## src/rtl/fetch_queue_stage.sv

```systemverilog
// fetch_queue_stage: sequential-PC instruction fetch with a DEPTH-entry instruction queue.
// Latency: a request accepted in cycle T returns at T+1 at the earliest, and reaches fetch_* at T+2 (no bypass).
// Backpressure: requests are issued only while queued + in-flight < DEPTH; the fetch_* head holds while fetch_ready is low.
// Ports:
//   clk, rst                 rising-edge clock, synchronous active-high reset
//   redirect_valid/_addr     flush queue and in-flight work, restart fetch at redirect_addr
//   imem_req_valid/_ready    request handshake to instruction memory, imem_req_addr = current PC
//   imem_rsp_valid/_data     in-order responses, one per accepted request
//   fetch_valid/_ready       queue head handshake to decode
//   fetch_instr[_addr[_plus]] head instruction, its PC and PC+4 (all zero while the queue is empty)
//   fetch_misaligned         present only when FETCH_MISALIGN_EN is defined
// Optional macro FETCH_MISALIGN_EN: a redirect to a non-word-aligned address pushes a single
// fetch_misaligned entry instead of fetching, then halts requests until the next redirect/reset.
module fetch_queue_stage #(
   parameter int              XLEN       = 32,
   parameter int              DEPTH      = 4,
   parameter logic [XLEN-1:0] RESET_ADDR = '0
) (
   input  logic            clk,
   input  logic            rst,
   input  logic            redirect_valid,
   input  logic [XLEN-1:0] redirect_addr,
   output logic            imem_req_valid,
   input  logic            imem_req_ready,
   output logic [XLEN-1:0] imem_req_addr,
   input  logic            imem_rsp_valid,
   input  logic [XLEN-1:0] imem_rsp_data,
   output logic            fetch_valid,
   input  logic            fetch_ready,
   output logic [XLEN-1:0] fetch_instr,
   output logic [XLEN-1:0] fetch_instr_addr,
   output logic [XLEN-1:0] fetch_instr_addr_plus
`ifdef FETCH_MISALIGN_EN
   ,
   output logic            fetch_misaligned
`endif
);

   localparam int              PW      = $clog2(DEPTH);
   localparam int              CW      = PW + 1;
   localparam logic [CW:0]     DEPTH_C = (CW+1)'(DEPTH);
   localparam logic [XLEN-1:0] FOUR    = XLEN'(4);

   // state
   logic [XLEN-1:0] pc_q, pc_d;
   logic [CW-1:0]   out_q, out_d;      // requests accepted but not yet answered
   logic [CW-1:0]   disc_q, disc_d;    // responses still owed to the pre-redirect path
   logic [CW-1:0]   cnt_q, cnt_d;      // instruction queue occupancy
   logic [PW-1:0]   q_rd_q, q_rd_d, q_wr_q, q_wr_d;
   logic [PW-1:0]   a_rd_q, a_rd_d, a_wr_q, a_wr_d;

   logic [XLEN-1:0] q_instr_q [DEPTH];
   logic [XLEN-1:0] q_addr_q  [DEPTH];
   logic [XLEN-1:0] q_plus_q  [DEPTH];
   logic [XLEN-1:0] a_fifo_q  [DEPTH];  // PCs of live in-flight requests

   // datapath controls
   logic [CW:0]     occ;
   logic            credit_ok;
   logic            req_fire;
   logic            rsp_keep;
   logic            push;
   logic            pop;
   logic            mis_push;
   logic            halt;
   logic [XLEN-1:0] redir_pc;
   logic [XLEN-1:0] push_instr;
   logic [XLEN-1:0] push_addr;

`ifdef FETCH_MISALIGN_EN
   logic            q_mis_q [DEPTH];
   logic            mis_pend_q, mis_pend_d;
   logic            halt_q, halt_d;
   logic [XLEN-1:0] mis_addr_q, mis_addr_d;
   logic            redir_mis;

   assign redir_mis  = redirect_valid & (redirect_addr[1:0] != 2'b00);
   assign mis_pend_d = redir_mis;
   assign halt_d     = redirect_valid ? redir_mis : halt_q;
   assign mis_addr_d = redirect_valid ? redirect_addr : mis_addr_q;

   // the misaligned entry lands the cycle after its redirect; the queue is empty then and
   // every older response is marked for discard, so it never collides with a real push
   assign mis_push   = mis_pend_q & ~redirect_valid;
   assign halt       = halt_q;
   // a misaligned PC is never sent to memory because fetch halts
   assign redir_pc   = redirect_addr;
   assign push_instr = mis_push ? '0 : imem_rsp_data;
   assign push_addr  = mis_push ? mis_addr_q : a_fifo_q[a_rd_q];
`else
   assign mis_push   = 1'b0;
   assign halt       = 1'b0;
   assign redir_pc   = redirect_addr & ~XLEN'(3);
   assign push_instr = imem_rsp_data;
   assign push_addr  = a_fifo_q[a_rd_q];
`endif

   // credit: never have more instructions queued or in flight than the queue can hold
   assign occ            = {1'b0, cnt_q} + {1'b0, out_q};
   assign credit_ok      = occ < DEPTH_C;
   assign imem_req_valid = ~rst & credit_ok & ~redirect_valid & ~halt;
   assign imem_req_addr  = pc_q;
   assign req_fire       = imem_req_valid & imem_req_ready;

   assign pop            = fetch_valid & fetch_ready;
   // responses only enter the queue once every stale in-flight request has drained
   assign rsp_keep       = imem_rsp_valid & (disc_q == '0) & ~redirect_valid;
   assign push           = rsp_keep | mis_push;

   always_comb begin
      pc_d   = pc_q;
      out_d  = out_q + CW'(req_fire) - CW'(imem_rsp_valid);
      disc_d = disc_q;
      cnt_d  = cnt_q;
      q_rd_d = q_rd_q;
      q_wr_d = q_wr_q;
      a_rd_d = a_rd_q;
      a_wr_d = a_wr_q;
      if (redirect_valid) begin
         pc_d   = redir_pc;
         // everything still in flight belongs to the abandoned path
         disc_d = out_q - CW'(imem_rsp_valid);
         cnt_d  = '0;
         q_rd_d = '0;
         q_wr_d = '0;
         a_rd_d = '0;
         a_wr_d = '0;
      end else begin
         if (req_fire) begin
            pc_d   = pc_q + FOUR;
            a_wr_d = a_wr_q + PW'(1);
         end
         if (imem_rsp_valid && (disc_q != '0)) begin
            disc_d = disc_q - CW'(1);
         end
         if (rsp_keep) begin
            a_rd_d = a_rd_q + PW'(1);
         end
         if (push) begin
            q_wr_d = q_wr_q + PW'(1);
         end
         if (pop) begin
            q_rd_d = q_rd_q + PW'(1);
         end
         cnt_d = cnt_q + CW'(push) - CW'(pop);
      end
   end

   always_ff @(posedge clk) begin
      if (rst) begin
         pc_q   <= RESET_ADDR;
         out_q  <= '0;
         disc_q <= '0;
         cnt_q  <= '0;
         q_rd_q <= '0;
         q_wr_q <= '0;
         a_rd_q <= '0;
         a_wr_q <= '0;
      end else begin
         pc_q   <= pc_d;
         out_q  <= out_d;
         disc_q <= disc_d;
         cnt_q  <= cnt_d;
         q_rd_q <= q_rd_d;
         q_wr_q <= q_wr_d;
         a_rd_q <= a_rd_d;
         a_wr_q <= a_wr_d;
      end
   end

`ifdef FETCH_MISALIGN_EN
   always_ff @(posedge clk) begin
      if (rst) begin
         mis_pend_q <= 1'b0;
         halt_q     <= 1'b0;
         mis_addr_q <= '0;
      end else begin
         mis_pend_q <= mis_pend_d;
         halt_q     <= halt_d;
         mis_addr_q <= mis_addr_d;
      end
   end
`endif

   // storage arrays need no reset: occupancy and pointers qualify every read
   always_ff @(posedge clk) begin
      if (req_fire) begin
         a_fifo_q[a_wr_q] <= pc_q;
      end
      if (push) begin
         q_instr_q[q_wr_q] <= push_instr;
         q_addr_q[q_wr_q]  <= push_addr;
         q_plus_q[q_wr_q]  <= push_addr + FOUR;
`ifdef FETCH_MISALIGN_EN
         q_mis_q[q_wr_q]   <= mis_push;
`endif
      end
   end

   assign fetch_valid           = (cnt_q != '0);
   assign fetch_instr           = fetch_valid ? q_instr_q[q_rd_q] : '0;
   assign fetch_instr_addr      = fetch_valid ? q_addr_q[q_rd_q]  : '0;
   assign fetch_instr_addr_plus = fetch_valid ? q_plus_q[q_rd_q]  : '0;
`ifdef FETCH_MISALIGN_EN
   assign fetch_misaligned      = fetch_valid & q_mis_q[q_rd_q];
`endif

endmodule
```

## config.mk

```make
export PLATFORM = sky130hd
export DESIGN_NAME = fetch_queue_stage
export DESIGN_NICKNAME = d
export VERILOG_FILES = /design/src/rtl/fetch_queue_stage.sv
export SDC_FILE = /design/constraint.sdc
export NUM_CORES = 1
export LEC_CHECK = 0
export CAP_MARGIN = 20
export CORE_ASPECT_RATIO = 0.7
export CORE_UTILIZATION = 50
export CTS_BUF_LIST = sky130_fd_sc_hd__clkbuf_4 sky130_fd_sc_hd__clkbuf_8 sky130_fd_sc_hd__clkbuf_16
export CTS_CLUSTER_SIZE = 24
export DETAILED_ROUTE_END_ITERATION = 10
export GPL_ROUTABILITY_DRIVEN = 0
export HOLD_SLACK_MARGIN = 0.15
export PLACE_DENSITY = 0.69
export RECOVER_POWER = 50
export SLEW_MARGIN = 0
export SYNTH_ARGS = -nofsm -noshare
export SYNTH_HDL_FRONTEND = slang
export SYNTH_SLANG_ARGS = --single-unit
```

## constraint.sdc

```tcl
create_clock -name clk -period 5.85 [get_ports clk]
set_input_delay 1.17 -clock clk [delete_from_list [all_inputs] [get_ports clk]]
set_output_delay 1.17 -clock clk [all_outputs]
set_load 0.02 [all_outputs]
```

==> impl_metrics.csv, run 1 <==
group,metric,value,unit
timing,fin_crit,4964,ps
timing,skew,15.44,ps
detailed_routing,ant_nets,0,
pwr,pwr-share-clk,39.2,%
timing,period_share,84.85,%
global_routing,antenna_found_initial,0,
finish,multi_input_area,0.005718,sq mm
setup_path,cpMostUsedCell,"clkdlybuf4s50_1",
timing,final-setup-viol-count,0,
pwr,p_int,6680,uW
finish,insertedDiodeCount,0,
finish,final-instance-count-excl-fill,2025,
synthesis,synth-seq-area-share,71.88,%
synthesis,syn_inst,1197,
global_routing,grt_pass1_wl,69100,microns
run_status,violations,"max-capacitance violations, max-slew violations",
synthesis,synthFlopType,"edfxtp_1",
setup_path,critical_path.slowest_cell,"clkbuf_1",
cts,htree_levels,2,
timing,finalMaxSlewViolations,80,
detailed_routing,firstDrtPassIters,5,
setup_path,start_kind,"input pin",
pwr,p_sw,1900,uW
global_routing,grt.overflow.total,0,
setup_path,crit_arrival,3790,ps
cts,cts-root-buf,"clkbuf_16",
pwr,finalPower,8579,uW
detailed_routing,wirelength,45260,microns
cts,path_clk_slew,60,ps
floorplanning,initial_core_util,51.14,%
setup_path,critPathMaxStageDelay,1200,ps
pwr,ir_worst_vdd,0.0002141,V
setup_path,crit_buf_inv,3,
finish,drive_gt1_share,15.83,%
finish,final_common_cell,"edfxtp_1",
timing,relSlewSlack,-77.39,%
timing,hold_violations,0,
pwr,p_per_area,329.0,mW/mm^2
job,maxCapViolations,2,
pwr,switching_share,22.14,%
synthesis,synth_seq_cells,539,
cts,cts.sinks,539,
floorplanning,ios,200,
pwr,power_frac_seq,51.5,%
finish,num-nets-final,1493,
detailed_routing,drt-vias-per-instance,5.627,
global_routing,grt_pass1_vias,11589,
setup_path,reg2reg_slack,1530,ps
setup_path,worstSetupEndpointType,"output port",
global_routing,track_usage,20.68,%
setup_path,worstPathRequired,4680,ps
place,io_buffers,191,
floorplanning,dieWidth,251.6,microns
finish,area_growth,19.59,%
cts,post_cts_buffers,0,
floorplanning,dieArea,0.04447,sq mm
pwr,power_frac_comb,9.3,%
place,numPlacedInstances,1933,
floorplanning,rows,63,
timing,rsz0062_at_grt,"no",
setup_path,worstPathCellList,"clkdlybuf4s50_1, clkbuf_1, nor3_1, and2_1, clkdlybuf4s50_1",
cts,clock_path_buffers,3,
synthesis,synth_cell_type_count,58,
detailed_routing,drtIter0Drc,827,
global_routing,grt_max_degree,64,
setup_path,path_delay_family,"buffers and inverters",
finish,fillers,3054,
pwr,p_leak,0.008398,uW
detailed_routing,drc,0,
cts,cts_tree,"done",
detailed_routing,wl_per_cell,22.35,microns
synthesis,syn_avg_cell_area,18.22,sq um
setup_path,worstSetupPathType,"in2out",
timing,fmaxAchievable,0.2015,GHz
run_status,status,"finished, violations left",
synthesis,syn_area,0.02181,sq mm
finish,mostFrequentLayoutCells,"edfxtp_1 (488), clkdlybuf4s50_1 (138), mux4_2 (112), and2_1 (104), dlygate4sd3_1 (53)",
floorplanning,fp.dieH,176.7,microns
synthesis,yosysWarnings,0,
synthesis,ys_async_sr_fraction,0,%
detailed_routing,num_vias,11395,
floorplanning,coreArea,0.04264,sq mm
worst_hold_path,min_path_type,"reg2reg",
finish,seqCellArea,0.01568,sq mm
timing,tns,0,ps
cts,holdBufCountCts,0,
place,hpwlAfterDp,27380,microns
timing,tightestPinTransition,2661,ps
cts,clock_latency,580,ps
synthesis,synth_edf_count,488,
setup_path,crit_fanout,35,
cts,cts_buffers,51,
cts,cts_resized,0,
registers in the layout, indices dropped and copies added (netlist names), named ones only:
| signal | flops |
|---|---|
| a_fifo_q | 120 |
| out_q | 3 |
| disc_q | 3 |
| q_addr_q | 120 |
| q_wr_q | 2 |
| a_rd_q | 2 |
| q_plus_q | 120 |
| q_rd_q | 2 |
| q_instr_q | 128 |
| cnt_q | 3 |
| a_wr_q | 2 |
| imem_req_addr | 30 |
power by group through the flow:
stage               logic [uW]  clock network (uW)  registers, uW
floorplan                  472                   0           4480
global placement           799                   0           4490
detailed placement         813                   0           4500
CTS                        818                3420           4420
global route               863                3560           4430
finish                     798                3370           4410
per-stage QoR:
| step | utilization [%] | worst slack [ps] | area (sq um) | hold slack (ps) |
|---|---|---|---|---|
| floorplan | - | 1490 | 21830 | 466.9 |
| global placement | 57.19 | 1599 | 24390 | 493.5 |
| detailed placement | 57.19 | 1546 | 24390 | 502.1 |
| CTS | 61.19 | 1491 | 26100 | 512.3 |
| global route | 61.15 | 703.3 | 26080 | 530.9 |
| finish | 61.15 | 886.3 | 26080 | 514.7 |
final timing paths:
path	start	end	cells after the start
max	redirect_valid	imem_req_valid	5
min	a_wr_q[1]	a_wr_q[1]	2
max reg2reg	flop	q_plus_q[1][22]	6
min reg2reg	a_wr_q[1]	a_wr_q[1]	2
worst min-delay path, cell delays in order, from the launching register on:
cell	delay, ps
dfxtp_1	340
nand2_1	70
a21oi_1	60
kinds of logic after synthesis:
group / Yosys count / share of synthesized area [%]
flip-flops: 539 / 71.88
multiplexers: 131 / 13.12
AO/OA/AOI/OAI: 75 / 2.129
adder cells (fa/ha/maj): 22 / 1.331
other: 1 / 0.01720
AND/OR/NAND/NOR: 289 / 7.717
XOR/XNOR: 45 / 1.807
buffers and inverters: 95 / 1.997
cells in the mapped netlist (all sizes together), types with 14 or more instances:
master    n  area [sq um]
buf      28         183.9
and2    108         675.7
nand2    37         138.9
o21ai    15         75.07
a21oi    23         115.1
inv      28         105.1
dfxtp    51          1021
xor2     18         157.7
nor2     48         180.2
a31oi    14         87.58
clkbuf   39         146.4
nand4    21         167.7
ha       20         250.2
mux4    121          2759
xnor2    27         236.5
edfxtp  488         14650
nand3    26         135.1
metal layers:
layer | share of wire, % | track usage (%) | vias up
li1 | - | - | 5127
met1 | 44 | 29.38 | 5871
met2 | 49 | 33.56 | 340
met3 | 5.8 | 3.574 | 57
met4 | 1.6 | 5.056 | 0
met5 | 0 | 0 | -
area by class of cell:
cell class | count | area share, %
Clock buffer | 59 | 5.124
Clock inverter | 33 | 1.430
Inverter | 28 | 0.4030
Multi-Input combinational cell | 568 | 21.93
Sequential cell | 539 | 60.14
Tap cell | 585 | 2.807
Timing Repair Buffer | 213 | 8.175
Note: power is estimated with default switching activity, not from simulation.
==> run 2: changes to the inputs <==
==> constraint.sdc (replaced) <==
create_clock -name clk -period 4.8 [get_ports clk]
set_input_delay 0.96 -clock clk [delete_from_list [all_inputs] [get_ports clk]]
set_output_delay 0.96 -clock clk [all_outputs]
set_load 0.02 [all_outputs]
==> impl_metrics.csv, run 2 (synthesis gave the netlist of run 1 again) <==
group,metric,value,unit
global_routing,grt_pass1_wl,67000,microns
run_status,violations,"max-capacitance violations, max-slew violations",
cts,path_clk_slew,60,ps
floorplanning,dieWidth,251.6,microns
finish,final_area,0.02600,sq mm
finish,utilization,60.97,%
detailed_routing,drt-vias-per-instance,5.585,
setup_path,crit_fanout,24,
finish,final_common_cell,"edfxtp_1",
global_routing,antenna_found_initial,1,
setup_path,start_kind,"flop",
cts,clock_path_buffers,3,
worst_hold_path,min_path_type,"reg2reg",
setup_path,worstPathRequired,5140,ps
detailed_routing,num_vias,11326,
finish,seqCellArea,0.01568,sq mm
place,io_buffers,191,
finish,num-nets-final,1497,
floorplanning,ios,200,
finish,drive_gt1_share,15.87,%
pwr,ir_worst_vdd,0.0002786,V
timing,fmaxAchievable,0.2511,GHz
global_routing,track_usage,19.90,%
detailed_routing,firstDrtPassIters,5,
timing,tightestPinTransition,1792,ps
finish,area_growth,19.23,%
detailed_routing,wirelength,43740,microns
place,hpwlAfterDp,26690,microns
detailed_routing,drtIter0Drc,862,
pwr,p_leak,0.008310,uW
finish,mostFrequentLayoutCells,"edfxtp_1 (488), clkdlybuf4s50_1 (153), mux4_2 (112), and2_1 (103), clkbuf_16 (53)",
place,placed_area,0.02446,sq mm
finish,multi_input_area,0.005724,sq mm
timing,finalMaxSlewViolations,93,
cts,cts_resized,0,
cts,cts.sinks,539,
cts,post_cts_buffers,0,
timing,skew,12.48,ps
cts,htree_levels,2,
cts,cts_tree,"done",
cts,holdBufCountCts,0,
timing,hold_violations,0,
floorplanning,coreArea,0.04264,sq mm
cts,clock_latency,570,ps
setup_path,worstSetupEndpointType,"flop",
timing,tns,0,ps
job,maxCapViolations,3,
detailed_routing,wl_per_cell,21.57,microns
finish,fillers,3074,
finish,insertedDiodeCount,0,
run_status,status,"finished, violations left",
timing,fin_crit,3982,ps
floorplanning,initial_core_util,51.14,%
timing,rsz0062_at_grt,"no",
timing,final-setup-viol-count,0,
cts,cts-root-buf,"clkbuf_16",
pwr,p_per_area,389.0,mW/mm^2
timing,period_share,82.96,%
cts,cts_buffers,50,
global_routing,grt.overflow.total,0,
global_routing,grt_max_degree,95,
detailed_routing,drc,0,
setup_path,worstSetupPathType,"reg2reg",
floorplanning,rows,63,
setup_path,crit_arrival,4320,ps
timing,relSlewSlack,-19.45,%
finish,largest_reg_flops,128,
floorplanning,dieArea,0.04447,sq mm
finish,top_register,"q_instr_q",
global_routing,grt_pass1_vias,11510,
floorplanning,fp.dieH,176.7,microns
detailed_routing,ant_nets,0,
run 2: power by group:
part	switching (uW)	leakage, uW	internal, uW
clock	1650	0.000772	2130
sequential	92.1	0.00485	5290
combinational	532	0.00269	430
run 2: through the flow:
| stage | total power [uW] | hold WS, ps | cells | setup slack, ps |
|---|---|---|---|---|
| 4_1_cts | 10240 | 507.3 | 2028 | 759.0 |
| 2_1_floorplan | 6040 | 466.9 | 1202 | 650.5 |
| 3_3_place_gp | 6447 | 486.3 | 1938 | 1219 |
| 3_5_place_dp | 6469 | 499.4 | 1938 | 1193 |
| 6_report | 10120 | 504.8 | 2028 | 818.2 |
| 5_1_grt | 10470 | 541.4 | 2028 | 372.5 |
run 2: worst paths after layout:
kind	startpoint	endpoint	slack (ps)	cells past startpoint
hold / removal	a_wr_q[1]	a_wr_q[1]	500	2
setup reg to reg	flop	q_plus_q[0][21]	820	6
hold reg to reg	a_wr_q[1]	a_wr_q[1]	500	2
setup / recovery	flop	q_plus_q[0][21]	820	6
run 2: area by class of cell:
cell class	count	area share (%)
clock inverter	33	0.8085
timing repair buffer	218	8.422
multi-input combinational	568	22.02
sequential	539	60.32
clock buffer	57	5.217
tap	585	2.815
inverter	28	0.4042
run 2: routing by layer:
| metal | routed length (microns) | GRT usage, % | vias up |
|---|---|---|---|
| li1 | - | - | 5140 |
| met1 | 19480 | 28.57 | 5839 |
| met2 | 21120 | 31.76 | 282 |
| met3 | 2377 | 3.941 | 65 |
| met4 | 765 | 4.522 | 0 |
| met5 | 0 | 0 | - |
run 2: worst max-delay path: stages, from the launching register on:
cell and delay, ps:
dfxtp_1 1380, clkbuf_1 540, mux4_2 460, inv_1 90, or3_1 620, nor4_4 310
xor2_1 340
